===== src/rtl/category_vote_accumulator.sv =====
// Accumulates per-category popcounts of streamed output bits and reports the
// category with the most votes (lowest index wins ties) plus a 7-seg pattern.
module category_vote_accumulator #(
  parameter int CATEGORIES        = 10,
  parameter int BITS_PER_CATEGORY = 800,
  parameter int CHUNK             = 40,
  localparam int SUM_W  = $clog2(BITS_PER_CATEGORY + 1),
  localparam int IDX_W  = (CATEGORIES > 2) ? $clog2(CATEGORIES) : 1,
  localparam int BEATS  = BITS_PER_CATEGORY / CHUNK,
  localparam int BEAT_W = (BEATS > 1) ? $clog2(BEATS) : 1
) (
  input  logic             clk,
  input  logic             rst,
  input  logic             in_valid,
  output logic             in_ready,
  input  logic [CHUNK-1:0] in_bits,
  output logic             out_valid,
  input  logic             out_ready,
  output logic [IDX_W-1:0] out_index,
  output logic [SUM_W-1:0] out_value,
  output logic [6:0]       out_display,
  input  logic [IDX_W-1:0] score_sel,
  output logic [SUM_W-1:0] score
);

  localparam logic [0:0] ST_ACCUM  = 1'b0;
  localparam logic [0:0] ST_RESULT = 1'b1;

  function automatic logic [SUM_W-1:0] popcount(input logic [CHUNK-1:0] b);
    logic [SUM_W-1:0] n;
    n = '0;
    for (int i = 0; i < CHUNK; i++) n = n + SUM_W'(b[i]);
    return n;
  endfunction

  function automatic logic [6:0] seg7(input logic [IDX_W-1:0] idx);
    logic [6:0] s;
    case (int'(idx))
      0:       s = 7'h3F;
      1:       s = 7'h06;
      2:       s = 7'h5B;
      3:       s = 7'h4F;
      4:       s = 7'h66;
      5:       s = 7'h6D;
      6:       s = 7'h7C;
      7:       s = 7'h07;
      8:       s = 7'h7F;
      9:       s = 7'h67;
      default: s = 7'h00;
    endcase
    return s;
  endfunction

  logic [0:0]        state_q, state_d;
  logic [BEAT_W-1:0] beat_q, beat_d;
  logic [IDX_W-1:0]  cat_q, cat_d;
  logic [SUM_W-1:0]  acc_q, acc_d;
  logic [IDX_W-1:0]  best_idx_q, best_idx_d;
  logic [SUM_W-1:0]  best_val_q, best_val_d;
  logic [SUM_W-1:0]  score_q [CATEGORIES];

  logic              beat_fire;
  logic              last_beat;
  logic              last_cat;
  logic [SUM_W-1:0]  cat_sum;
  logic              score_we;

  assign in_ready  = (state_q == ST_ACCUM);
  assign out_valid = (state_q == ST_RESULT);
  assign beat_fire = in_valid && in_ready;
  assign last_beat = (beat_q == BEAT_W'(BEATS - 1));
  assign last_cat  = (cat_q == IDX_W'(CATEGORIES - 1));
  assign cat_sum   = acc_q + popcount(in_bits);
  assign score_we  = beat_fire && last_beat;

  always_comb begin
    state_d    = state_q;
    beat_d     = beat_q;
    cat_d      = cat_q;
    acc_d      = acc_q;
    best_idx_d = best_idx_q;
    best_val_d = best_val_q;
    if (beat_fire) begin
      if (last_beat) begin
        beat_d = '0;
        acc_d  = '0;
        // Strict compare keeps the lower index on ties.
        if (cat_q == '0 || cat_sum > best_val_q) begin
          best_idx_d = cat_q;
          best_val_d = cat_sum;
        end
        if (last_cat) begin
          cat_d   = '0;
          state_d = ST_RESULT;
        end else begin
          cat_d = cat_q + IDX_W'(1);
        end
      end else begin
        beat_d = beat_q + BEAT_W'(1);
        acc_d  = cat_sum;
      end
    end else if (state_q == ST_RESULT && out_ready) begin
      state_d = ST_ACCUM;
      beat_d  = '0;
      cat_d   = '0;
      acc_d   = '0;
    end
  end

  always_ff @(posedge clk or posedge rst) begin
    if (rst) begin
      state_q    <= ST_ACCUM;
      beat_q     <= '0;
      cat_q      <= '0;
      acc_q      <= '0;
      best_idx_q <= '0;
      best_val_q <= '0;
    end else begin
      state_q    <= state_d;
      beat_q     <= beat_d;
      cat_q      <= cat_d;
      acc_q      <= acc_d;
      best_idx_q <= best_idx_d;
      best_val_q <= best_val_d;
    end
  end

  always_ff @(posedge clk or posedge rst) begin
    if (rst) begin
      for (int i = 0; i < CATEGORIES; i++) score_q[i] <= '0;
    end else if (score_we) begin
      score_q[cat_q] <= cat_sum;
    end
  end

  assign out_index   = out_valid ? best_idx_q : '0;
  assign out_value   = out_valid ? best_val_q : '0;
  assign out_display = out_valid ? seg7(best_idx_q) : 7'h00;
  assign score       = (int'(score_sel) < CATEGORIES) ? score_q[score_sel] : '0;

endmodule


===== config.mk =====
export PLATFORM = sky130hd
export DESIGN_NAME = category_vote_accumulator
export DESIGN_NICKNAME = d
export VERILOG_FILES = /design/src/rtl/category_vote_accumulator.sv
export SDC_FILE = /design/constraint.sdc
export NUM_CORES = 1
export LEC_CHECK = 0
export CAP_MARGIN = 40
export CORE_MARGIN = 5
export CORE_UTILIZATION = 30
export DETAILED_ROUTE_END_ITERATION = 16
export DONT_BUFFER_PORTS = 1
export PLACE_DENSITY_LB_ADDON = 0.05
export SYNTH_ARGS = -nofsm -noshare
export SYNTH_HDL_FRONTEND = slang
export SYNTH_SLANG_ARGS = --single-unit

===== constraint.sdc =====
create_clock -name clk -period 7.98 [get_ports clk]
set_clock_uncertainty 0.1 [all_clocks]
set_input_delay 0.399 -clock clk [delete_from_list [all_inputs] [get_ports clk]]
set_output_delay 0.399 -clock clk [all_outputs]
set_load 0.01 [all_outputs]

==> results summary <==
The run finished with clean final reports. The number of warnings reported in the yosys synthesis log is 0. The gate count after technology mapping is ~760. The netlist area before placement came out at 0.007919 mm^2. The setup violation total in the final timing report is 0. The number of nets in the synthesized netlist is 877. The floorplan has 59 rows. The number of global-route vias before repair came to 5794. The initial utilization of the core area, before any placement, comes to 30.39%.

The max-slew headroom at the worst pin came out at 42.08%. The die outline height came out at 172.5 um. At the pin with the least slew margin, the transition time is 0.8664 ns.

The largest net degree at the start of global routing is 55. The average wire length per cell after detail routing came out at 18.69 um. The count of cell types in the netlist is 55. At the later pin of the worst-skew pair, clock insertion delay measures 0.42 ns. The overall track demand over capacity in global routing came out at around 15%. The total wire length after detailed routing is 20690 um.

The minimum setup slack in the final design is 0.9619 ns. Prior to clock tree synthesis, the placed netlist has a worst setup slack of 0.4581 ns. The clock period could shrink to 7.018 ns. The root buffer cell chosen for the clock tree is sky130_fd_sc_hd__clkbuf_16. The global-route congestion overflow total came out at 0. Static timing analysis puts the maximum clock frequency at 0.1425 GHz. Counting the buffers created by CTS gives 17. The final hold violation count is 0.

Setup repair after global routing left no endpoint under its margin. The net total in the final layout came out at 877. The max-slew violation count is 0. The number of diodes is 0.

The most used flip-flop cell after synthesis is sky130_fd_sc_hd__dfrtp_1. The proportion of synthesized flip-flops having asynchronous set or reset is 100.0%. The sequential cell area fraction in the yosys report is 42.34%.

The setup total negative slack is 0 ns. The core area is 0.02606 mm^2. For the worst setup path, the data required time is 8.18 ns. Once detail routing completed, the nets flagged for antenna violations numbered 0. Across the run, the number of max-cap violations was 0. The fraction of layout instances using a drive strength above 1 is 16.32%. The total number of vias is 5434. STA classifies the critical path startpoint as an input pin.

The number of enable flip-flop cells after synthesis is 0. The maximum fanout along the worst path is 12. The number of synthesized register bits is 134. The type of the worst setup path is in2reg. TritonCTS built the clock tree.

The synthesized area per cell is between 10 and 15 um^2. The final estimated routing congestion in global placement is approximately 0.87. The number of placed I/O pins is 81. The detailed router finished its first iteration with around 210 violations. The number of buffers inserted by port buffering came out at 0. The H-tree was split into 4 levels.

The clock slew at the register clock pins of the worst setup and hold paths came out at 0.07 ns. The type of destination of the critical path is a register. The overall die area came out at 0.02975 mm^2. The count of unresolved DRC violations after routing came out at 0. The worst hold-check path type is in2reg. The floorplan step set the die width to roughly 170 um. After clock tree synthesis, the setup repair step added 0 buffers. The arrival time of the worst setup path came out at a little over 7 ns. The number of sinks handled by clock tree synthesis is ~130. The first TritonRoute pass finished after 6 iterations.

The share of the clock period used by the worst path after layout is 87.95%. Summed over all nets, the half-perimeter wirelength after detailed placement is approximately 15000 um. Counting along the longest clock path gives a buffer depth of 2.

The area added between synthesis and finish is 13.08%. The first global-routing pass estimated between 30000 and 40000 um of wire. The number of antenna violations at the first check in global routing is 1. The worst reg2reg path depth is 20.

The worst hold path stage count came out at 3. Dividing the detail-routed via count by the number of cells gives 4.909. The final core utilization is between 30% and 40%.
[placed cells by master (no fill, tap or decap), types with 21 or more instances in the layout]
cell type | synthesis | routed
sky130_fd_sc_hd__nand2_1 | 90 | 90
sky130_fd_sc_hd__fa_1 | 33 | 33
sky130_fd_sc_hd__o21ai_0 | 103 | 103
sky130_fd_sc_hd__nor2_1 | 45 | 45
sky130_fd_sc_hd__a21oi_1 | 29 | 29
sky130_fd_sc_hd__nand3_1 | 21 | 21
sky130_fd_sc_hd__dfrtp_1 | 134 | 134
sky130_fd_sc_hd__mux2_2 | 35 | 35
sky130_fd_sc_hd__inv_1 | 78 | 77
sky130_fd_sc_hd__ha_1 | 37 | 37
[Yosys cell counts (3+ instances only)]
cell type	n	area share [%]
sky130_fd_sc_hd__nor3_1	4	0.25
sky130_fd_sc_hd__dfrtp_1	134	42
sky130_fd_sc_hd__ha_1	37	5.8
sky130_fd_sc_hd__nor2_1	45	2.1
sky130_fd_sc_hd__clkbuf_1	26	1.2
sky130_fd_sc_hd__and2_1	5	0.40
sky130_fd_sc_hd__o21a_1	3	0.28
sky130_fd_sc_hd__a31oi_1	4	0.32
sky130_fd_sc_hd__a22o_1	4	0.44
sky130_fd_sc_hd__o21ai_0	103	6.5
sky130_fd_sc_hd__mux2i_1	20	2.5
sky130_fd_sc_hd__nand4_1	4	0.32
sky130_fd_sc_hd__buf_2	10	0.63
sky130_fd_sc_hd__nand2_1	90	4.3
sky130_fd_sc_hd__nand3_1	21	1.3
sky130_fd_sc_hd__nor2b_1	4	0.32
sky130_fd_sc_hd__inv_1	78	3.7
sky130_fd_sc_hd__mux4_2	20	5.7
sky130_fd_sc_hd__nand2_2	4	0.32
sky130_fd_sc_hd__xor2_1	5	0.55
sky130_fd_sc_hd__a21oi_1	29	1.8
sky130_fd_sc_hd__mux2_2	35	5.0
sky130_fd_sc_hd__fa_1	33	8.3
[worst max-delay path: stages]
cell and delay [ns]:
sky130_fd_sc_hd__fa_1 0.52, sky130_fd_sc_hd__inv_1 0.05, sky130_fd_sc_hd__fa_1 0.47, sky130_fd_sc_hd__fa_1 0.52
sky130_fd_sc_hd__fa_1 0.55, sky130_fd_sc_hd__fa_1 0.44, sky130_fd_sc_hd__fa_1 0.51, sky130_fd_sc_hd__fa_1 0.42
sky130_fd_sc_hd__fa_1 0.42, sky130_fd_sc_hd__fa_1 0.41, sky130_fd_sc_hd__and2b_1 0.23, sky130_fd_sc_hd__o211ai_1 0.14
sky130_fd_sc_hd__a32oi_1 0.37, sky130_fd_sc_hd__xnor2_1 0.19, sky130_fd_sc_hd__inv_1 0.07, sky130_fd_sc_hd__ha_1 0.30
sky130_fd_sc_hd__nand4_1 0.10, sky130_fd_sc_hd__nand3_1 0.07, sky130_fd_sc_hd__o2111ai_1 0.25, sky130_fd_sc_hd__nand3_2 0.38
sky130_fd_sc_hd__mux2_4 0.41
[through the flow]
stage,hold WS (ns),instance area (um^2),instances
global route,0.1681,8955,1107
finish,0.1601,8955,1107
CTS,0.1381,8955,1107
detailed placement,0.1069,8368,1073
global placement,0.3562,8240,1066
floorplan,0.3446,7919,759
[metal layers]
layer	vias to the layer above	global-route usage [%]	share of wire [%]	wire, um
met3	21	2.538	2.2	463
li1	2586	-	-	-
met2	84	25.00	51	10500
met5	-	0	0	0
met4	0	3.964	1.5	313
met1	2743	18.86	45	9414
[flip-flops by register name, indices dropped and copies added (netlist names)]
register / flops
score_q: 100
beat_q: 5
out_valid: 1
cat_q: 4
best_val_q: 10
acc_q: 10
best_idx_q: 4
[worst paths after layout]
path,slack (ns),from,end
hold / removal,0.16,out_ready,cat_q[3]
setup reg to reg,1.08,acc_q[0],best_val_q[6]
max in group asynchronous,6.25,rst,score_q[94]
min in group asynchronous,0.27,rst,score_q[59]
setup / recovery,0.96,in_bits[0],best_val_q[6]
hold reg to reg,0.38,score_q[14],score_q[14]
[cells by family after synthesis]
kind of cell	Yosys count	share of synthesized area [%]
and+or+nand+nor	196	12.04
DFF	134	42.34
xor gates and xnor gates	7	0.7742
AOI/OAI and AO/OA	158	11.08
buffers and inverters	117	6.004
muxes	77	13.57
adders and majority gates	70	14.19
[cell type report]
class | instances | area [um^2]
Clock buffer | 18 | 439.2
Multi-Input combinational cell | 508 | 4090
Inverter | 78 | 295.3
Fill cell | 2637 | 17100
Timing Repair Buffer | 20 | 230.2
Sequential cell | 134 | 3353
Clock inverter | 14 | 127.6
Tap cell | 335 | 419.2
[what timing repair did]
item                       4_1_cts  5_1_grt
hold endpoints to repair        65        0
setup endpoints to repair        0        0
gates resized for setup          0        0
hold buffers                     2        0
Power is left out: the tool's default activity adds up to more than one toggle a clock period on the data nets, which glitch-free logic cannot reach.
